[config.mk]
export PLATFORM = sky130hd
export DESIGN_NAME = pwm_channel_bank
export DESIGN_NICKNAME = d
export VERILOG_FILES = /design/src/rtl/pwm_channel_bank.sv
export SDC_FILE = /design/constraint.sdc
export NUM_CORES = 1
export LEC_CHECK = 0
export BUFFER_PORTS_ARGS = -buffer_cell sky130_fd_sc_hd__buf_2
export CAP_MARGIN = 20
export CORE_MARGIN = 2
export CORE_UTILIZATION = 58
export DETAILED_ROUTE_END_ITERATION = 12
export PLACE_DENSITY = 0.88
export SLEW_MARGIN = 20
export SYNTH_ARGS = -nofsm -noshare
export SYNTH_HDL_FRONTEND = slang
export SYNTH_SLANG_ARGS = --single-unit
[constraint.sdc]
create_clock -name clk_in -period 1.6 [get_ports clk_in]
set_input_delay 0.16 -clock clk_in [delete_from_list [all_inputs] [get_ports clk_in]]
set_output_delay 0.16 -clock clk_in [all_outputs]
set_load 0.01 [all_outputs]
[src/rtl/pwm_channel_bank.sv]
// -----------------------------------------------------------------------------
// pwm_channel_bank
//
// A bank of independent PWM channels. All channels share one prescaler and one
// period counter. Each channel has a double-buffered duty cycle. A new duty set
// reaches the compare logic only at a period boundary, so no output glitches
// part-way through a period.
//
// Optional feature, controlled by the macro PWM_FADE_EN:
//   defined   - At each boundary, every active duty moves 1 LSB toward its
//               pending duty. The output therefore ramps linearly.
//   undefined - Every active duty steps straight to its pending duty at the
//               boundary. No ramp logic is built.
//
// Parameters:
//   CHANNELS  number of PWM outputs (>=1)
//   DC_WIDTH  duty/counter width (2..16). The period is 2^DC_WIDTH-1 ticks.
//   PRESCALE  clock cycles per counter tick (>=1)
//
// Ports:
//   clk_in            system clock
//   rst_in            synchronous, active-high reset
//   dc_in             target duties; channel i is dc_in[i*DC_WIDTH +: DC_WIDTH]
//   load_in           single-cycle strobe; captures dc_in as the pending set
//   sig_out           registered PWM outputs, one bit per channel
//   period_start_out  registered one-cycle pulse on the first cycle of a period
//   settled_out       high when every active duty equals its pending duty
// -----------------------------------------------------------------------------
module pwm_channel_bank #(
    parameter int CHANNELS = 3,
    parameter int DC_WIDTH = 8,
    parameter int PRESCALE = 1
) (
    input  logic                         clk_in,
    input  logic                         rst_in,
    input  logic [CHANNELS*DC_WIDTH-1:0] dc_in,
    input  logic                         load_in,
    output logic [CHANNELS-1:0]          sig_out,
    output logic                         period_start_out,
    output logic                         settled_out
);

    localparam int PRS_W = (PRESCALE > 1) ? $clog2(PRESCALE) : 1;
    localparam logic [PRS_W-1:0]    PRS_LAST = PRS_W'(PRESCALE - 1);
    // The counter never reaches all-ones, so the last count is 2^DC_WIDTH-2.
    localparam logic [DC_WIDTH-1:0] CNT_LAST = {{(DC_WIDTH-1){1'b1}}, 1'b0};

    logic [PRS_W-1:0]    prs_q, prs_d;
    logic [DC_WIDTH-1:0] cnt_q, cnt_d;
    logic                tick;
    logic                boundary;
    // High only in the first cycle that cnt sits at 0, so a prescaled period
    // gives a single start pulse and not PRESCALE of them.
    logic                fresh_q;
    logic                period_start_q;

    logic [CHANNELS-1:0][DC_WIDTH-1:0] pending_q, pending_d;
    logic [CHANNELS-1:0][DC_WIDTH-1:0] active_q, active_d;
    logic [CHANNELS-1:0]               sig_q, sig_d;
    logic [CHANNELS-1:0]               equal;

    // With PRESCALE==1, PRS_LAST is 0 and prs_q stays at 0. tick is then
    // constantly high.
    assign tick     = (prs_q == PRS_LAST);
    assign boundary = tick && (cnt_q == CNT_LAST);

    always_comb begin
        prs_d = prs_q;
        cnt_d = cnt_q;
        if (tick) begin
            prs_d = '0;
            cnt_d = boundary ? '0 : cnt_q + 1'b1;
        end else begin
            prs_d = prs_q + 1'b1;
        end
    end

    generate
        for (genvar gi = 0; gi < CHANNELS; gi++) begin : g_ch
            logic [DC_WIDTH-1:0] dc_slice;
            assign dc_slice = dc_in[gi*DC_WIDTH +: DC_WIDTH];

            // A load on the boundary cycle feeds the boundary update directly.
            // This works because the update reads pending_d, not pending_q.
            assign pending_d[gi] = load_in ? dc_slice : pending_q[gi];

`ifdef PWM_FADE_EN
            assign active_d[gi] = !boundary ? active_q[gi] :
                                  (active_q[gi] < pending_d[gi]) ? active_q[gi] + 1'b1 :
                                  (active_q[gi] > pending_d[gi]) ? active_q[gi] - 1'b1 :
                                  active_q[gi];
`else
            assign active_d[gi] = boundary ? pending_d[gi] : active_q[gi];
`endif

            // active_q already holds the post-boundary duty when cnt_q is 0.
            // The first cycle of a new period therefore shows the new duty.
            assign sig_d[gi] = (cnt_q < active_q[gi]);
            assign equal[gi] = (active_q[gi] == pending_q[gi]);
        end
    endgenerate

    always_ff @(posedge clk_in) begin
        if (rst_in) begin
            prs_q          <= '0;
            cnt_q          <= '0;
            fresh_q        <= 1'b1;
            period_start_q <= 1'b0;
            pending_q      <= '0;
            active_q       <= '0;
            sig_q          <= '0;
        end else begin
            prs_q          <= prs_d;
            cnt_q          <= cnt_d;
            fresh_q        <= boundary;
            period_start_q <= fresh_q;
            pending_q      <= pending_d;
            active_q       <= active_d;
            sig_q          <= sig_d;
        end
    end

    assign sig_out          = sig_q;
    assign period_start_out = period_start_q;
    assign settled_out      = &equal;

endmodule
==> results of run 1 <==
==> cells by family (layout without fill, tap and decap cells) <==
group,Yosys count,count (layout)
adder cells (fa/ha/maj),23,23
multiplexers,24,24
AO/OA/AOI/OAI,44,44
other,1,1
flip-flops,62,62
buffers and inverters,33,78
AND/OR/NAND/NOR,59,60
XOR/XNOR,30,30
==> Yosys cell counts, types with 2 or more instances <==
master     instances
a2111oi_4          3
a211oi_1           3
a21o_1             6
buf_2              3
buf_4              2
buf_6              2
clkbuf_1           3
dfxtp_1           62
ha_1              23
inv_1             22
mux2i_1           24
nand2_1            3
nand2b_1           3
nand4_1            3
nand4b_1           2
nor2_1            33
nor2_8             2
nor2b_1            2
nor3_1             4
nor4_1             4
o2111ai_1          3
o22a_1            24
o31a_1             3
xnor2_1           12
xor2_1            18
==> final cells by class <==
class,instances,share of cell area [%]
clock buffer,12,4.17
clock inverter,4,2.01
inverter,23,2.55
multi-input combinational,182,46.4
sequential,62,35.8
tap,70,2.52
timing repair buffer,39,6.55
==> path summary, 6_finish.rpt <==
kind                                         end  cells after the start  slack, ps        start
worst max register to register        sig_out[0]                      5        140  active_q[1]
worst min-delay path               pending_q[16]                      3        100    dc_in[16]
worst max-delay path                 settled_out                      5       -220  active_q[6]
worst min register to register  period_start_out                      1        460      fresh_q
==> cell usage in the layout, fill, tap and decap left out, types with 3 or more instances in the layout <==
cell type / count
o31a_1: 3
buf_4: 7
inv_1: 22
nor3_1: 3
nand2_1: 3
nor2_1: 33
o2111ai_1: 3
o22a_1: 24
a2111oi_4: 3
a21o_1: 6
dfxtp_1: 58
a211oi_1: 3
xnor2_1: 12
buf_2: 31
mux2i_1: 24
nand2b_1: 3
dfxtp_2: 4
clkbuf_8: 10
ha_1: 23
nor4_2: 4
nand4_1: 3
xor2_1: 18
==> sequential cells by signal, summed over array words and instances (netlist names) <==
register and cells:
active_q 24, pending_q 24, cnt_q 8, sig_out 3, fresh_q 1, period_start_out 1
prs_q 1
==> through the flow <==
stage               cells  power [mW]  hold slack (ps)
finish                392        3.43             97.8
global route          392        3.54              125
CTS                   392        3.43             94.4
detailed placement    375        1.95              448
global placement      375        1.94              428
floorplan             276        1.85              310
==> what timing repair did <==
item / in CTS / in global routing
resized for setup: 3 / 6
pin swaps: 3 / 3
gates cloned: 1 / 0
endpoints found under the setup margin: 3 / 2
==> power breakdown <==
group	internal [mW]	switching [mW]
combinational	0.151	0.152
clock	0.915	0.581
sequential	1.59	0.0351
total	2.66	0.768
==> worst register-to-register path, delay by kind of cell, from the launching register on <==
family,cells,cell delay (ps)
adders and majority gates,1,260
DFF,1,390
AOI/OAI and AO/OA,3,690
buffers and inverters,1,70
==> routing by layer <==
layer  track usage [%]  routed length (um)  vias to the layer above
li1                  -                   -                     1058
met1              29.2                2690                     1012
met2              38.8                3170                       42
met3              8.73                 221                       14
met4              10.7                 162                        0
met5                 0                   0                        -
==> results.json, run 1 <==
{
  "post-route-min-period_ps": 1820,
  "hp-class": "in2reg",
  "synth_edf_count": 0,
  "seq_area_um2": 1250,
  "power_density_nw_per_um2": 985,
  "seq_area_frac_synth_pct": 41.9,
  "remaining_drc_errors": 0,
  "clk_pin_slew_ps": 70,
  "setup_slack_ps": -224,
  "die-height_um": 75.5,
  "root_buffer": "clkbuf_8",
  "syn_avg_cell_area_um2": 10.7,
  "htreeDepth": 3,
  "insertion_delay_ps": 350,
  "grt-ovfl-total": 0,
  "clock.fmax_ghz": 0.548,
  "drt_first_pass_iters": 4,
  "drt_iter0_drc": 91,
  "n_fill_cell": 392,
  "slew_viol_final": 0,
  "async_reset_ff_share_pct": 0,
  "cp_top_family": "simple AND/OR/NAND/NOR gates",
  "critical_path_arrival_ps": 1660,
  "die_w_um": 75.5,
  "cp_cell_sequence": "xor2_1 -> nor4_2 -> nand4_1 -> nor3_2 -> buf_2",
  "drive_gt1_share_pct": 22.4,
  "multi_input_area_um2": 1610,
  "antenna_found_initial": 0,
  "synth_top_cell_by_area": "dfxtp_1",
  "p_leak_nw": 1.72,
  "crit_path_start_kind": "flip-flop",
  "post_drt_wl_per_cell_um": 15.9,
  "critPathRequiredTime_ps": 1440,
  "syn_nets": 326,
  "ys_types": 32,
  "post_cts_buffers": 0,
  "ys_ff_latch": 62,
  "stdcell_area_um2": 3480,
  "path_max_fanout": 3,
  "num-nets-final": 367,
  "grt_pass1_vias": 2118,
  "status": "finished, violations left",
  "synthSimpleGateAreaFrac_pct": 11.5,
  "endpoint_kind": "output pin",
  "synth_top_area_share_pct": 41.9,
  "setup_viol": 1,
  "ant_nets": 0,
  "synth_compound_area_share_pct": 14.7,
  "place_area_um2": 3220,
  "viasPerCell": 5.42,
  "slowest_stage": "nor4_2",
  "max_stage_delay_ps": 350,
  "hold_buffers": 0,
  "numPortBuffers": 31,
  "area_delta_synth_final_pct": 17.3,
  "violations": "setup timing",
  "clk_path_buf_depth": 2,
  "fin_crit_sh_pct": 114,
  "fin_util_pct": 69.4,
  "crit_buf_inv": 1,
  "synth_xor_area_share_pct": 8.86,
  "pre_cts_ws_ps": 14.7,
  "cap_viol_max_count": 0,
  "finalHoldViolCount": 0,
  "ys.flop_type": "dfxtp_1",
  "synth_warnings": 0,
  "yosys-top-cells-area": "dfxtp_1 42%, ha_1 9.7%, mux2i_1 8.1%",
  "synthAdderAreaFrac_pct": 9.70,
  "rows": 26,
  "numCtsBuffers": 9,
  "synth_mux_area_share_pct": 8.10,
  "boundaryPins": 32,
  "crit_type": "reg2out",
  "synth_top_family_by_area": "compound AO/OA/AOI/OAI gates",
  "antennaDiodeCount": 0,
  "finClkSkew_ps": 7.98,
  "peakVddDrop_mv": 0.976,
  "netlist_area_um2": 2970,
  "setup-tns-final_ps": -224,
  "start_util_pct": 59.2,
  "num_vias": 2126,
  "grt_pass1_wl_um": 9930,
  "die_area_um2": 5700,
  "grt_max_degree": 25,
  "wirelength_um": 6240,
  "core-area_um2": 5010,
  "syn_inst": 276,
  "tightestPinTransition_ps": 523,
  "rsz0062_at_grt": "yes",
  "dp_hpwl_um": 4380,
  "tritoncts": "yes",
  "globalRouteTotalUtil_pct": 24.2,
  "globalplace.congestion": 0.841,
  "clock_sinks": 62,
  "slew_headroom_pct": 65.2
}
No activity file was read; power rests on OpenSTA's default activity.
==> run 2: changes to the inputs <==
==> constraint.sdc (replaced) <==
create_clock -name clk_in -period 1.6 [get_ports clk_in]
set_input_delay 0.08 -clock clk_in [delete_from_list [all_inputs] [get_ports clk_in]]
set_output_delay 0.08 -clock clk_in [all_outputs]
set_load 0.01 [all_outputs]
==> results.json, run 2 (synthesized netlist as in run 1, its figures left out) <==
{
  "crit_path_start_kind": "flip-flop",
  "hold_ws_ps": 19.4,
  "status": "finished, violations left",
  "grt_pass1_vias": 2098,
  "dp.cells": 373,
  "rsz0062_at_grt": "yes",
  "rr_worst_depth": 5,
  "peakVddDrop_mv": 0.770,
  "cp_top_family": "simple AND/OR/NAND/NOR gates",
  "globalplace.congestion": 0.922,
  "root_buffer": "clkbuf_8",
  "num_vias": 2097,
  "setup_viol": 1,
  "drt_iter0_drc": 117,
  "antennaDiodeCount": 0,
  "ant_nets": 0,
  "dp_hpwl_um": 4260,
  "num-nets-final": 365,
  "hp-class": "in2reg",
  "layout_common_cells": "56 x dfxtp_1, 33 x nor2_1, 31 x buf_2",
  "fin_util_pct": 69.0,
  "crit_type": "reg2out",
  "power_density_nw_per_um2": 986,
  "cp_cell_sequence": "xor2_1 -> nor4_1 -> nand4_1 -> nor3_2 -> buf_2",
  "grtUsageMet3_pct": 5.82,
  "path_max_fanout": 3,
  "core-area_um2": 5010,
  "slew_headroom_pct": 59.0,
  "endpoint_kind": "output pin",
  "cap_viol_max_count": 0,
  "globalRouteTotalUtil_pct": 23.5,
  "whs_endpoint": "pending_q[18]",
  "gr-usage-met1_pct": 27.5,
  "htreeDepth": 3,
  "tightestPinTransition_ps": 615,
  "regToRegEndpoint": "cnt_q[1]",
  "post_cts_buffers": 0,
  "clk_pin_slew_ps": 80,
  "numCtsBuffers": 9,
  "drt_first_pass_iters": 4,
  "grt-busiest-layer": "met2",
  "clock_sinks": 62,
  "antenna_found_initial": 0,
  "wirelength_um": 6190,
  "max_stage_delay_ps": 370,
  "numPortBuffers": 31,
  "pre_cts_ws_ps": 31.6,
  "ff2ff_setup_slack_ps": 110,
  "fin_crit_sh_pct": 110,
  "tritoncts": "yes",
  "finalHoldViolCount": 0,
  "crit_buf_inv": 1,
  "worstReg2RegStart": "cnt_q[4]",
  "setup_slack_ps": -154,
  "die_w_um": 75.5,
  "post_drt_wl_per_cell_um": 15.9,
  "p_leak_nw": 1.71,
  "slew_viol_final": 0,
  "remaining_drc_errors": 0,
  "finClkSkew_ps": 13.3,
  "die-height_um": 75.5,
  "grt_max_degree": 26,
  "critPathRequiredTime_ps": 1520,
  "grt-ovfl-total": 0,
  "clock.fmax_ghz": 0.570,
  "final_common_cell": "dfxtp_1",
  "drive_gt1_share_pct": 22.8,
  "grt_pass1_wl_um": 9740,
  "start_util_pct": 59.2,
  "clk_path_buf_depth": 2,
  "insertion_delay_ps": 350,
  "boundaryPins": 32,
  "holdCritStartpoint": "dc_in[18]",
  "area_delta_synth_final_pct": 16.6,
  "critical_path_arrival_ps": 1670,
  "n_fill_cell": 371,
  "slowest_stage": "nor4_1",
  "die_area_um2": 5700,
  "cp.depth": 5,
  "rows": 26,
  "hold_depth": 3,
  "viasPerCell": 5.38,
  "violations": "setup timing",
  "seq_area_um2": 1250,
  "reg_top3": "active_q (24), pending_q (24), cnt_q (8)",
  "setup-tns-final_ps": -154,
  "multi_input_area_um2": 1610,
  "use_met2_pct": 39.7,
  "finalNonFillerCells": 390,
  "post-route-min-period_ps": 1750
}
==> run 2: cell types whose count changed in the layout (fill, tap and decap cells not counted), sizes merged <==
cell	previous run	this run
clkbuf	12	9
clkinv	2	5
buf	39	37
==> run 2: cell type report <==
| cell class | count | area share (%) |
|---|---|---|
| Multi-Input combinational cell | 182 | 46.5 |
| Timing Repair Buffer | 37 | 6.15 |
| Inverter | 23 | 2.57 |
| Clock buffer | 9 | 3.58 |
| Clock inverter | 7 | 2.57 |
| Tap cell | 70 | 2.53 |
| Sequential cell | 62 | 36.1 |
==> run 2: timing repair <==
action / 4_1_cts / 5_1_grt
resized for setup: 3 / 7
gates cloned: 0 / 1
hold buffers: 0 / 0
pin swaps: 1 / 3
endpoints found under the hold margin: 0 / 0
setup endpoints to repair: 1 / 34
==> run 2: routing by layer <==
layer  part of all wire [%]  wire [um]  vias to the layer above
met3                    3.7        229                       15
met2                     50       3120                       38
li1                       -          -                     1053
met5                      0          0                        -
met1                     43       2670                      991
met4                    2.8        172                        0
==> run 2: worst register-to-register path: cells and delay by family, from the launching register on <==
kind	cells	cell delay, ps
AND/OR/NAND/NOR	3	540
AO/OA/AOI/OAI	1	80
buffers and inverters	1	140
flip-flops	1	580
==> run 2: where the power goes <==
part           internal, mW  total [mW]  leakage (nW)  switching (mW)
clock                 0.867        1.49         0.113           0.620
sequential             1.59        1.63         0.509          0.0351
combinational         0.147       0.295          1.09           0.148
==> run 2: worst max-delay path by stage <==
stage | start | end | slack (ps)
after floorplan | cnt_q[1] | active_q[0] | 210
after global placement | cnt_q[1] | cnt_q[1] | 110
after detailed placement | cnt_q[1] | cnt_q[1] | 30
after CTS | active_q[19] | settled_out | -200
after global routing | active_q[3] | settled_out | -250
final | active_q[3] | settled_out | -150
==> run 2: through the flow <==
step | power (mW) | cell area, um^2
final | 3.41 | 3460
after global routing | 3.52 | 3460
after CTS | 3.42 | 3430
after detailed placement | 1.94 | 3200
after global placement | 1.93 | 3200
after floorplan | 1.85 | 2970
